`config.mk`:
```
export PLATFORM = sky130hd
export DESIGN_NAME = led_pattern_gen
export DESIGN_NICKNAME = d
export VERILOG_FILES = /design/src/rtl/led_pkg.sv /design/src/rtl/key_debounce.sv /design/src/rtl/led_pattern_gen.sv
export SDC_FILE = /design/constraint.sdc
export NUM_CORES = 1
export LEC_CHECK = 0
export ABC_CLOCK_PERIOD_IN_PS = 3250
export CAP_MARGIN = 30
export CORE_ASPECT_RATIO = 0.7
export CORE_MARGIN = 8
export CORE_UTILIZATION = 61
export CTS_CLUSTER_SIZE = 28
export DETAILED_ROUTE_END_ITERATION = 12
export GPL_TIMING_DRIVEN = 1
export PLACE_DENSITY_LB_ADDON = 0.12
export SLEW_MARGIN = 20
export SYNTH_ARGS = -nofsm -noshare
export SYNTH_HDL_FRONTEND = slang
export SYNTH_SLANG_ARGS = --single-unit
```
`constraint.sdc`:
```
create_clock -name CLOCK_50 -period 3.25 [get_ports CLOCK_50]
set_clock_uncertainty 0.05 [all_clocks]
set_input_delay 0.975 -clock CLOCK_50 [delete_from_list [all_inputs] [get_ports CLOCK_50]]
set_output_delay 0.975 -clock CLOCK_50 [all_outputs]
set_load 0.005 [all_outputs]
```
`src/rtl/led_pkg.sv`:
```
// led_pkg: shared mode encoding and mode sequencing for the LED pattern generator.
// Revision 1.0
`default_nettype none

package led_pkg;

  localparam int MODE_W = 2;

  typedef enum logic [MODE_W-1:0] {
    MODE_BLINK  = 2'd0,
    MODE_CHASE  = 2'd1,
    MODE_BOUNCE = 2'd2
  } mode_t;

  function automatic mode_t next_mode(input mode_t cur);
    case (cur)
      MODE_BLINK: return MODE_CHASE;
      MODE_CHASE: return MODE_BOUNCE;
      default:    return MODE_BLINK;
    endcase
  endfunction

endpackage

`default_nettype wire

```
`src/rtl/key_debounce.sv`:
```
// key_debounce: 2-flop synchroniser plus stable-count debouncer for an active-low key.
// Revision 1.0
`default_nettype none

module key_debounce #(
  parameter int DEB_CYCLES = 1_000_000
) (
  input  logic CLOCK_50,
  input  logic RST_N,
  input  logic key_in,
  output logic level,
  output logic fall_pulse
);

  localparam int CW = (DEB_CYCLES > 1) ? $clog2(DEB_CYCLES) : 1;
  localparam logic [CW-1:0] LAST = CW'(DEB_CYCLES - 1);

  logic          sync1;
  logic          sync2;
  logic [CW-1:0] cnt;

  always_ff @(posedge CLOCK_50 or negedge RST_N) begin
    if (!RST_N) begin
      sync1      <= 1'b1;
      sync2      <= 1'b1;
      cnt        <= '0;
      level      <= 1'b1;
      fall_pulse <= 1'b0;
    end else begin
      sync1      <= key_in;
      sync2      <= sync1;
      fall_pulse <= 1'b0;
      if (sync2 == level) begin
        cnt <= '0;
      end else if (cnt >= LAST) begin
        // Accepting a new low level is the one-shot press event.
        level      <= sync2;
        cnt        <= '0;
        fall_pulse <= ~sync2;
      end else begin
        cnt <= cnt + CW'(1);
      end
    end
  end

endmodule

`default_nettype wire

```
`src/rtl/led_pattern_gen.sv`:
```
// led_pattern_gen: BLINK / CHASE / BOUNCE LED pattern generator with debounced speed and mode keys.
// Revision 1.0
`default_nettype none

module led_pattern_gen
  import led_pkg::*;
#(
  parameter int N_LEDS     = 8,
  parameter int CNT_W      = 27,
  parameter int SLOW_DIV   = 25_000_000,
  parameter int FAST_DIV   = 2_500_000,
  parameter int DEB_CYCLES = 1_000_000
) (
  input  logic              CLOCK_50,
  input  logic              RST_N,
  input  logic [1:0]        KEY,
  output logic [N_LEDS-1:0] LEDG,
  output logic [MODE_W-1:0] MODE,
  output logic              TICK
);

  localparam logic [CNT_W-1:0] SLOW_LAST = CNT_W'(SLOW_DIV - 1);
  localparam logic [CNT_W-1:0] FAST_LAST = CNT_W'(FAST_DIV - 1);

  logic              speed_level;
  logic              unused_speed_fall;
  logic              unused_mode_level;
  logic              mode_press;
  logic [CNT_W-1:0]  cnt;
  logic [CNT_W-1:0]  div_last;
  logic              step;
  logic              dir_left;
  mode_t             mode;
  mode_t             mode_nxt;
  logic [N_LEDS-1:0] rot_left;
  logic [N_LEDS-1:0] bounce_nxt;
  logic              bounce_dir_nxt;

  key_debounce #(.DEB_CYCLES(DEB_CYCLES)) u_key_speed (
    .CLOCK_50   (CLOCK_50),
    .RST_N      (RST_N),
    .key_in     (KEY[0]),
    .level      (speed_level),
    .fall_pulse (unused_speed_fall)
  );

  key_debounce #(.DEB_CYCLES(DEB_CYCLES)) u_key_mode (
    .CLOCK_50   (CLOCK_50),
    .RST_N      (RST_N),
    .key_in     (KEY[1]),
    .level      (unused_mode_level),
    .fall_pulse (mode_press)
  );

  assign div_last = speed_level ? SLOW_LAST : FAST_LAST;
  // >= so a speed change that leaves the counter past the new period steps at once.
  assign step     = (cnt >= div_last);
  assign mode_nxt = next_mode(mode);
  assign rot_left = (LEDG << 1) | (LEDG >> (N_LEDS - 1));
  assign MODE     = mode;

  always_comb begin
    bounce_nxt     = LEDG;
    bounce_dir_nxt = dir_left;
    if (N_LEDS == 1) begin
      bounce_nxt = N_LEDS'(1);
    end else if (dir_left && LEDG[N_LEDS-1]) begin
      bounce_nxt     = LEDG >> 1;
      bounce_dir_nxt = 1'b0;
    end else if (dir_left) begin
      bounce_nxt = LEDG << 1;
    end else if (LEDG[0]) begin
      bounce_nxt     = LEDG << 1;
      bounce_dir_nxt = 1'b1;
    end else begin
      bounce_nxt = LEDG >> 1;
    end
  end

  always_ff @(posedge CLOCK_50 or negedge RST_N) begin
    if (!RST_N) begin
      cnt      <= '0;
      LEDG     <= '0;
      mode     <= MODE_BLINK;
      TICK     <= 1'b0;
      dir_left <= 1'b1;
    end else begin
      TICK <= 1'b0;
      if (mode_press) begin
        // A press on a step edge discards that step.
        mode     <= mode_nxt;
        cnt      <= '0;
        dir_left <= 1'b1;
        LEDG     <= (mode_nxt == MODE_BLINK) ? '0 : N_LEDS'(1);
      end else if (step) begin
        cnt  <= '0;
        TICK <= 1'b1;
        case (mode)
          MODE_BLINK:  LEDG <= ~LEDG;
          MODE_CHASE:  LEDG <= rot_left;
          MODE_BOUNCE: begin
            LEDG     <= bounce_nxt;
            dir_left <= bounce_dir_nxt;
          end
          default: ;
        endcase
      end else begin
        cnt <= cnt + CNT_W'(1);
      end
    end
  end

endmodule

`default_nettype wire

```
==> run_results.csv, run 1 <==
group,metric,value,unit
final_layout,final_util,69.3,%
final_layout,final_cells,576,
pwr,power,2290,uW
clocking,cts_inserted_buffers,9,
detailed_routing,drc,0,
clocking,post_cts_buffers,0,
timing,slew_headroom,57.7,%
floorplanning,fp.dieW,120,um
timing,finalWorstSetupSlack,0.446,ns
floorplanning,num_rows,26,
pwr,leakage,0.00220,uW
detailed_routing,dr_wl_met2,3910,um
yosys,seq_area_frac_synth,46.7,%
run,drv_cap,0,
global_routing,grt_pass1_vias,3245,
timing,hold_violations,0,
detailed_routing,drt_iter0_drc,159,
final_layout,area_growth,9.57,%
global_routing,grt_max_degree,54,
hold_path,min_to,"u_key_mode.sync2",
global_routing,grt_usage,17.6,%
yosys,ys_warn_count,0,
detailed_routing,totalWireLength,8570,um
detailed_routing,postRouteAntennaNets,0,
yosys,synth_top_area_share,42.7,%
place,dp_slack,0.438,ns
floorplanning,die-area,10700,um^2
detailed_routing,wl_per_cell,14.9,um
clocking,cts_buffer_depth,2,
worst_setup_path,critPathLaunch,"u_key_speed.level",
clocking,cts-htree-levels,3,
yosys,synthCells,455,
global_routing,grt_pass1_wl,15200,um
timing,tns,0,ns
clocking,clkLatencyLatePin,0.36,ns
detailed_routing,wl_met1,4200,um
timing,clock.fmax,357,MHz
worst_setup_path,required,3.43,ns
timing,rsz0062_at_grt,"false",
worst_setup_path,r2r_slack,0.45,ns
timing,setup_viol,0,
worst_setup_path,worstPathArrival,2.98,ns
floorplanning,initial_core_util,63.3,%
detailed_routing,first_pass_iters,4,
timing,tightestPinTransition,0.630,ns
pwr,power_density,451,nW/um^2
worst_setup_path,cp-end-kind,"flip-flop",
place,dp_cells,560,
clocking,cts_tree,"yes",
final_layout,fill_cells,544,
worst_setup_path,r2r-end,"LEDG[1]",
clocking,post_cts_resize_count,0,
final_layout,antenna_cells,0,
yosys,synth_top_cell_by_area,"dfrtp_1",
yosys,synthFlopType,"dfrtp_1",
timing,fin_crit_sh,86.3,%
detailed_routing,vias,3300,
worst_setup_path,start_kind,"flip-flop",
final_layout,nets,496,
place,routabilityCongestion,0.866,
worst_setup_path,crit_fanout,13,
floorplanning,core,7320,um^2
yosys,async_reset_ff_share,100,%
final_layout,drive_above_1_share,11.3,%
clocking,path_clk_slew,0.08,ns
outcome,status,"completed",
place,hpwl,5970,um
yosys,synth_most_common_cell,"dfrtp_1",
detailed_routing,via_per_inst,5.73,
yosys,syn_area_per_cell,10.2,um^2
pwr,peakVddDrop,0.367,mV
detailed_routing,routed-wl-met3,386,um
yosys,synth_fp_nets,478,
timing,fin_crit,2.80,ns
timing,slew_viol_final,0,
detailed_routing,top_layer,"met4",
yosys,synth-seq-cells,86,
yosys,synth_area_leaders,"dfrtp_1 (43%), xor2_1 (7.9%), nor2_1 (5.7%), ha_1 (5.1%), nor2_4 (4.4%)",
place,io_buffers,14,
worst_setup_path,reg2reg_depth,9,
yosys,synth_edf_count,0,
hold_path,hold_path.class,"flip-flop to flip-flop",
global_routing,overflow,0,
hold_path,hold_path_startpoint,"u_key_mode.sync1",
worst_setup_path,crit_type,"flip-flop to flip-flop",
hold_path,whs_path_depth,0,
global_routing,antenna_found_initial,0,
clocking,cts_root_buffer,"clkbuf_8",
clocking,ctsHoldBuffers,0,
floorplanning,die_h,88.9,um
floorplanning,ioPinCount,15,
clocking,cts_sinks,86,
yosys,synth_common_cells,"dfrtp_1 (79), nor2_1 (70), xor2_1 (42)",
yosys,ys_types,54,
worst_setup_path,r2r_start,"u_key_speed.level",
yosys,netlist_area,4630,um^2
[sequential cells by signal, indices dropped and copies added, names as in the netlist]
register and flops:
MODE 2, cnt 27, u_key_mode.level 1, u_key_mode.sync1 1, u_key_speed.sync1 1, u_key_mode.fall_pulse 1, u_key_speed.level 1, u_key_mode.cnt 20
u_key_speed.sync2 1, TICK 1, u_key_speed.cnt 20, LEDG 8, dir_left 1, u_key_mode.sync2 1
[placed cells by master (no fill, tap or decap), types with 2 or more instances in the layout]
cell type and instances:
and2_1 2, dfstp_2 7, nor2_2 2, mux2i_1 6, buf_12 2, xor2_1 42
o21ai_0 9, nor2_4 18, and3_1 9, ha_1 19, nand4_1 15, a32oi_1 4
a21oi_1 15, nor2_1 70, nor3_1 6, nor4_1 3, xnor2_1 18, buf_4 4
inv_1 14, clkbuf_8 10, clkdlybuf4s50_1 13, a22o_1 4, and4_1 7, o2111ai_1 3
clkinv_2 2, a211o_1 2, clkbuf_1 2, bufinv_16 2, dfrtp_1 79, nand2b_1 3
nand2_1 33, mux2_2 2, a21o_1 2, nand3_1 21, a31oi_1 5
[metal layers]
metal / vias up / global-route usage, %
met4: 0 / 3.72
met1: 1618 / 23.1
met2: 58 / 28.0
li1: 1618 / -
met3: 6 / 6.06
met5: - / 0
[kinds of logic after synthesis]
kind of cell	after synthesis	share of synthesized area [%]
xor+xnor	60	11.3
fa+ha+maj	19	5.13
simple gates	199	23.3
buf+inv	26	3.19
mux	8	1.78
other cells	1	0.0810
flops	86	46.7
compound gates	56	8.48
[how the worst max path moves through the flow]
stage	slack [ns]	cells past startpoint	end
final	0.45	9	LEDG[1]
after global routing	0.24	9	LEDG[4]
after CTS	0.44	9	LEDG[1]
after detailed placement	0.44	9	LEDG[1]
after global placement	0.59	9	LEDG[1]
after floorplan	0.65	9	LEDG[2]
[stage by stage]
step	hold WS, ns	area (um^2)
detailed placement	0.299	4860
global route	0.317	5070
global placement	0.297	4860
CTS	0.311	5070
finish	0.311	5070
floorplan	0.295	4630
[critical path: stages (launching register included)]
cell and delay [ns]:
dfstp_2 0.61, inv_1 0.19, ha_1 0.35, nand4_1 0.13
nor4_1 0.35, nand2_1 0.10, o211ai_2 0.29, buf_4 0.28
mux2i_1 0.22, a31oi_1 0.09
[power by group]
group | switching, uW | internal [uW] | total (uW)
registers | 84.4 | 1130 | 1210
logic | 119 | 145 | 264
clock network | 362 | 452 | 814
total | 565 | 1720 | 2290
[cell type report]
type | instances | area, um^2 | share of cell area [%]
sequential | 86 | 2160 | 42.6
clock inverter | 4 | 70.1 | 1.38
clock buffer | 12 | 145 | 2.86
inverter | 14 | 52.6 | 1.04
multi-input combinational | 343 | 2320 | 45.8
tap | 98 | 123 | 2.42
timing repair buffer | 19 | 200 | 3.95
No activity file was read; power rests on OpenSTA's default activity.
==> inputs of run 2 (changes only) <==
--- a/config.mk
+++ b/config.mk
@@ -9,7 +9,8 @@
 export CAP_MARGIN = 30
 export CORE_ASPECT_RATIO = 0.7
 export CORE_MARGIN = 8
-export CORE_UTILIZATION = 61
+export CORE_UTILIZATION = 55
+export CTS_CLUSTER_DIAMETER = 150
 export CTS_CLUSTER_SIZE = 28
 export DETAILED_ROUTE_END_ITERATION = 12
 export GPL_TIMING_DRIVEN = 1
==> run 2 against run 1 <==
Sequential power about the same. Core utilization is 7.1 points lower. Register-to-register slack hardly changed. Critical endpoint is now LEDG[6]. Global-route usage is 1.5 points lower. Clock power is 29% higher.
==> run_results.csv, run 2 (same netlist as run 1, synthesis figures left out) <==
group,metric,value,unit
floorplanning,num_rows,28,
timing,tns,0,ns
clocking,clkLatencyLatePin,0.34,ns
global_routing,grt_pass1_wl,15400,um
detailed_routing,drt_iter0_drc,176,
global_routing,grt_max_degree,50,
timing,fin_crit,2.79,ns
pwr,switching_share,25.8,%
final_layout,largest_register_ff_count,27,
pwr,leakage,0.00224,uW
timing,slew_viol_final,0,
clocking,cts_tree,"yes",
clocking,cts_root_buffer,"clkbuf_16",
final_layout,area_growth,11.5,%
pwr,peakVddDrop,0.403,mV
clocking,cts_buffer_depth,2,
clocking,ctsHoldBuffers,0,
timing,slew_headroom,48.2,%
floorplanning,die_h,92.8,um
worst_setup_path,start_kind,"flip-flop",
final_layout,final_util,62.2,%
timing,tightestPinTransition,0.770,ns
floorplanning,core,8300,um^2
outcome,status,"completed",
detailed_routing,postRouteAntennaNets,0,
final_layout,largestRegisters,"cnt x27, u_key_mode.cnt x20, u_key_speed.cnt x20",
worst_setup_path,crit_type,"flip-flop to flip-flop",
clocking,cts_sinks,86,
final_layout,nets,495,
detailed_routing,totalWireLength,8640,um
pwr,power_density,490,nW/um^2
pwr,power_frac_comb,10.4,%
detailed_routing,vias,3291,
floorplanning,initial_core_util,55.8,%
detailed_routing,via_per_inst,5.65,
timing,hold_violations,0,
global_routing,overflow,0,
place,io_buffers,14,
final_layout,layout_common_cells,"dfrtp_1 (79), nor2_1 (70), xor2_1 (42), nand2_1 (33), nand3_1 (21)",
clocking,cts-htree-levels,3,
final_layout,mostFrequentLayoutCell,"dfrtp_1",
floorplanning,ioPinCount,15,
worst_setup_path,crit_fanout,15,
timing,setup_viol,0,
pwr,clkPwrFrac,41.6,%
run,drv_cap,0,
place,hpwl,5830,um
worst_setup_path,required,3.40,ns
clocking,cts_inserted_buffers,9,
place,routabilityCongestion,0.795,
timing,fin_crit_sh,85.9,%
global_routing,antenna_found_initial,0,
clocking,post_cts_resize_count,0,
detailed_routing,drc,0,
worst_setup_path,cp-end-kind,"flip-flop",
detailed_routing,wl_per_cell,14.9,um
worst_setup_path,worstPathArrival,2.95,ns
pwr,p_sw,653,uW
pwr,internal_power,1880,uW
floorplanning,fp.dieW,126,um
final_layout,drive_above_1_share,11.5,%
final_layout,antenna_cells,0,
detailed_routing,first_pass_iters,4,
pwr,p_seq_share,48.0,%
clocking,path_clk_slew,0.06,ns
timing,clock.fmax,358,MHz
timing,rsz0062_at_grt,"false",
floorplanning,die-area,11700,um^2
global_routing,grt_pass1_vias,3253,
global_routing,grt_usage,16.1,%
hold_path,hold_path.class,"flip-flop to flip-flop",
final_layout,largest-register,"cnt",
clocking,post_cts_buffers,0,
==> run 2: cell types whose count changed in the layout (fill, tap and decap cells not counted) <==
cell,delta
clkbuf_8,-10
clkbuf_16,+9
inv_6,+4
clkbuf_1,-2
buf_4,-1
bufinv_16,-1
clkinv_2,-1
clkinvlp_4,+1
==> run 2: worst paths after layout <==
| path | startpoint | depth (start not counted) | end | slack, ns |
|---|---|---|---|---|
| max | u_key_speed.level | 9 | LEDG[6] | 0.46 |
| min | u_key_mode.sync1 | 0 | u_key_mode.sync2 | 0.31 |
| max reg2reg | u_key_speed.level | 9 | LEDG[6] | 0.46 |
| min reg2reg | u_key_mode.sync1 | 0 | u_key_mode.sync2 | 0.31 |
| max in group asynchronous | RST_N | 2 | u_key_speed.sync2 | 1.91 |
| min in group asynchronous | RST_N | 1 | MODE[1] | 0.55 |
==> run 2: area by class of cell <==
| class | count | area [um^2] |
|---|---|---|
| clock buffers | 9 | 225 |
| clock inverters | 7 | 77.6 |
| multi-input cells | 343 | 2320 |
| inverters | 14 | 52.6 |
| flip-flops and latches | 86 | 2160 |
| fillers | 672 | 3140 |
| well taps | 105 | 131 |
| repair buffers | 18 | 193 |
==> run 2: metal layers <==
metal | vias to the layer above | GRT usage [%] | share of wire [%] | wire length [um]
li1 | 1612 | - | - | -
met1 | 1579 | 21.4 | 49 | 4220
met2 | 92 | 24.6 | 44 | 3830
met3 | 8 | 5.05 | 5.9 | 509
met4 | 0 | 5.35 | 0.98 | 85
met5 | - | 0 | 0 | 0
==> run 2: through the flow <==
step	cell area [um^2]	setup slack (ns)	hold WS, ns	cells	power (uW)
after floorplan	4630	0.648	0.295	455	1350
after global placement	4860	0.605	0.296	566	1490
after detailed placement	4860	0.453	0.298	566	1500
after CTS	5160	0.450	0.308	582	2570
after global routing	5160	0.183	0.313	582	2640
final	5160	0.457	0.306	582	2530
==> run 2: critical path, cell delays in order (launching register included) <==
cell and delay [ns]:
dfstp_2 0.61, inv_1 0.18, ha_1 0.35, nand4_1 0.13, nor4_1 0.36, nand2_1 0.12
o211ai_2 0.27, buf_4 0.28, mux2i_1 0.21, a31oi_1 0.09
==> run 2: power by group through the flow <==
stage	logic (uW)	registers, uW	clock network [uW]
final	263	1210	1050
after global routing	295	1220	1130
after CTS	269	1210	1080
after detailed placement	268	1230	0
after global placement	263	1230	0
after floorplan	131	1220	0
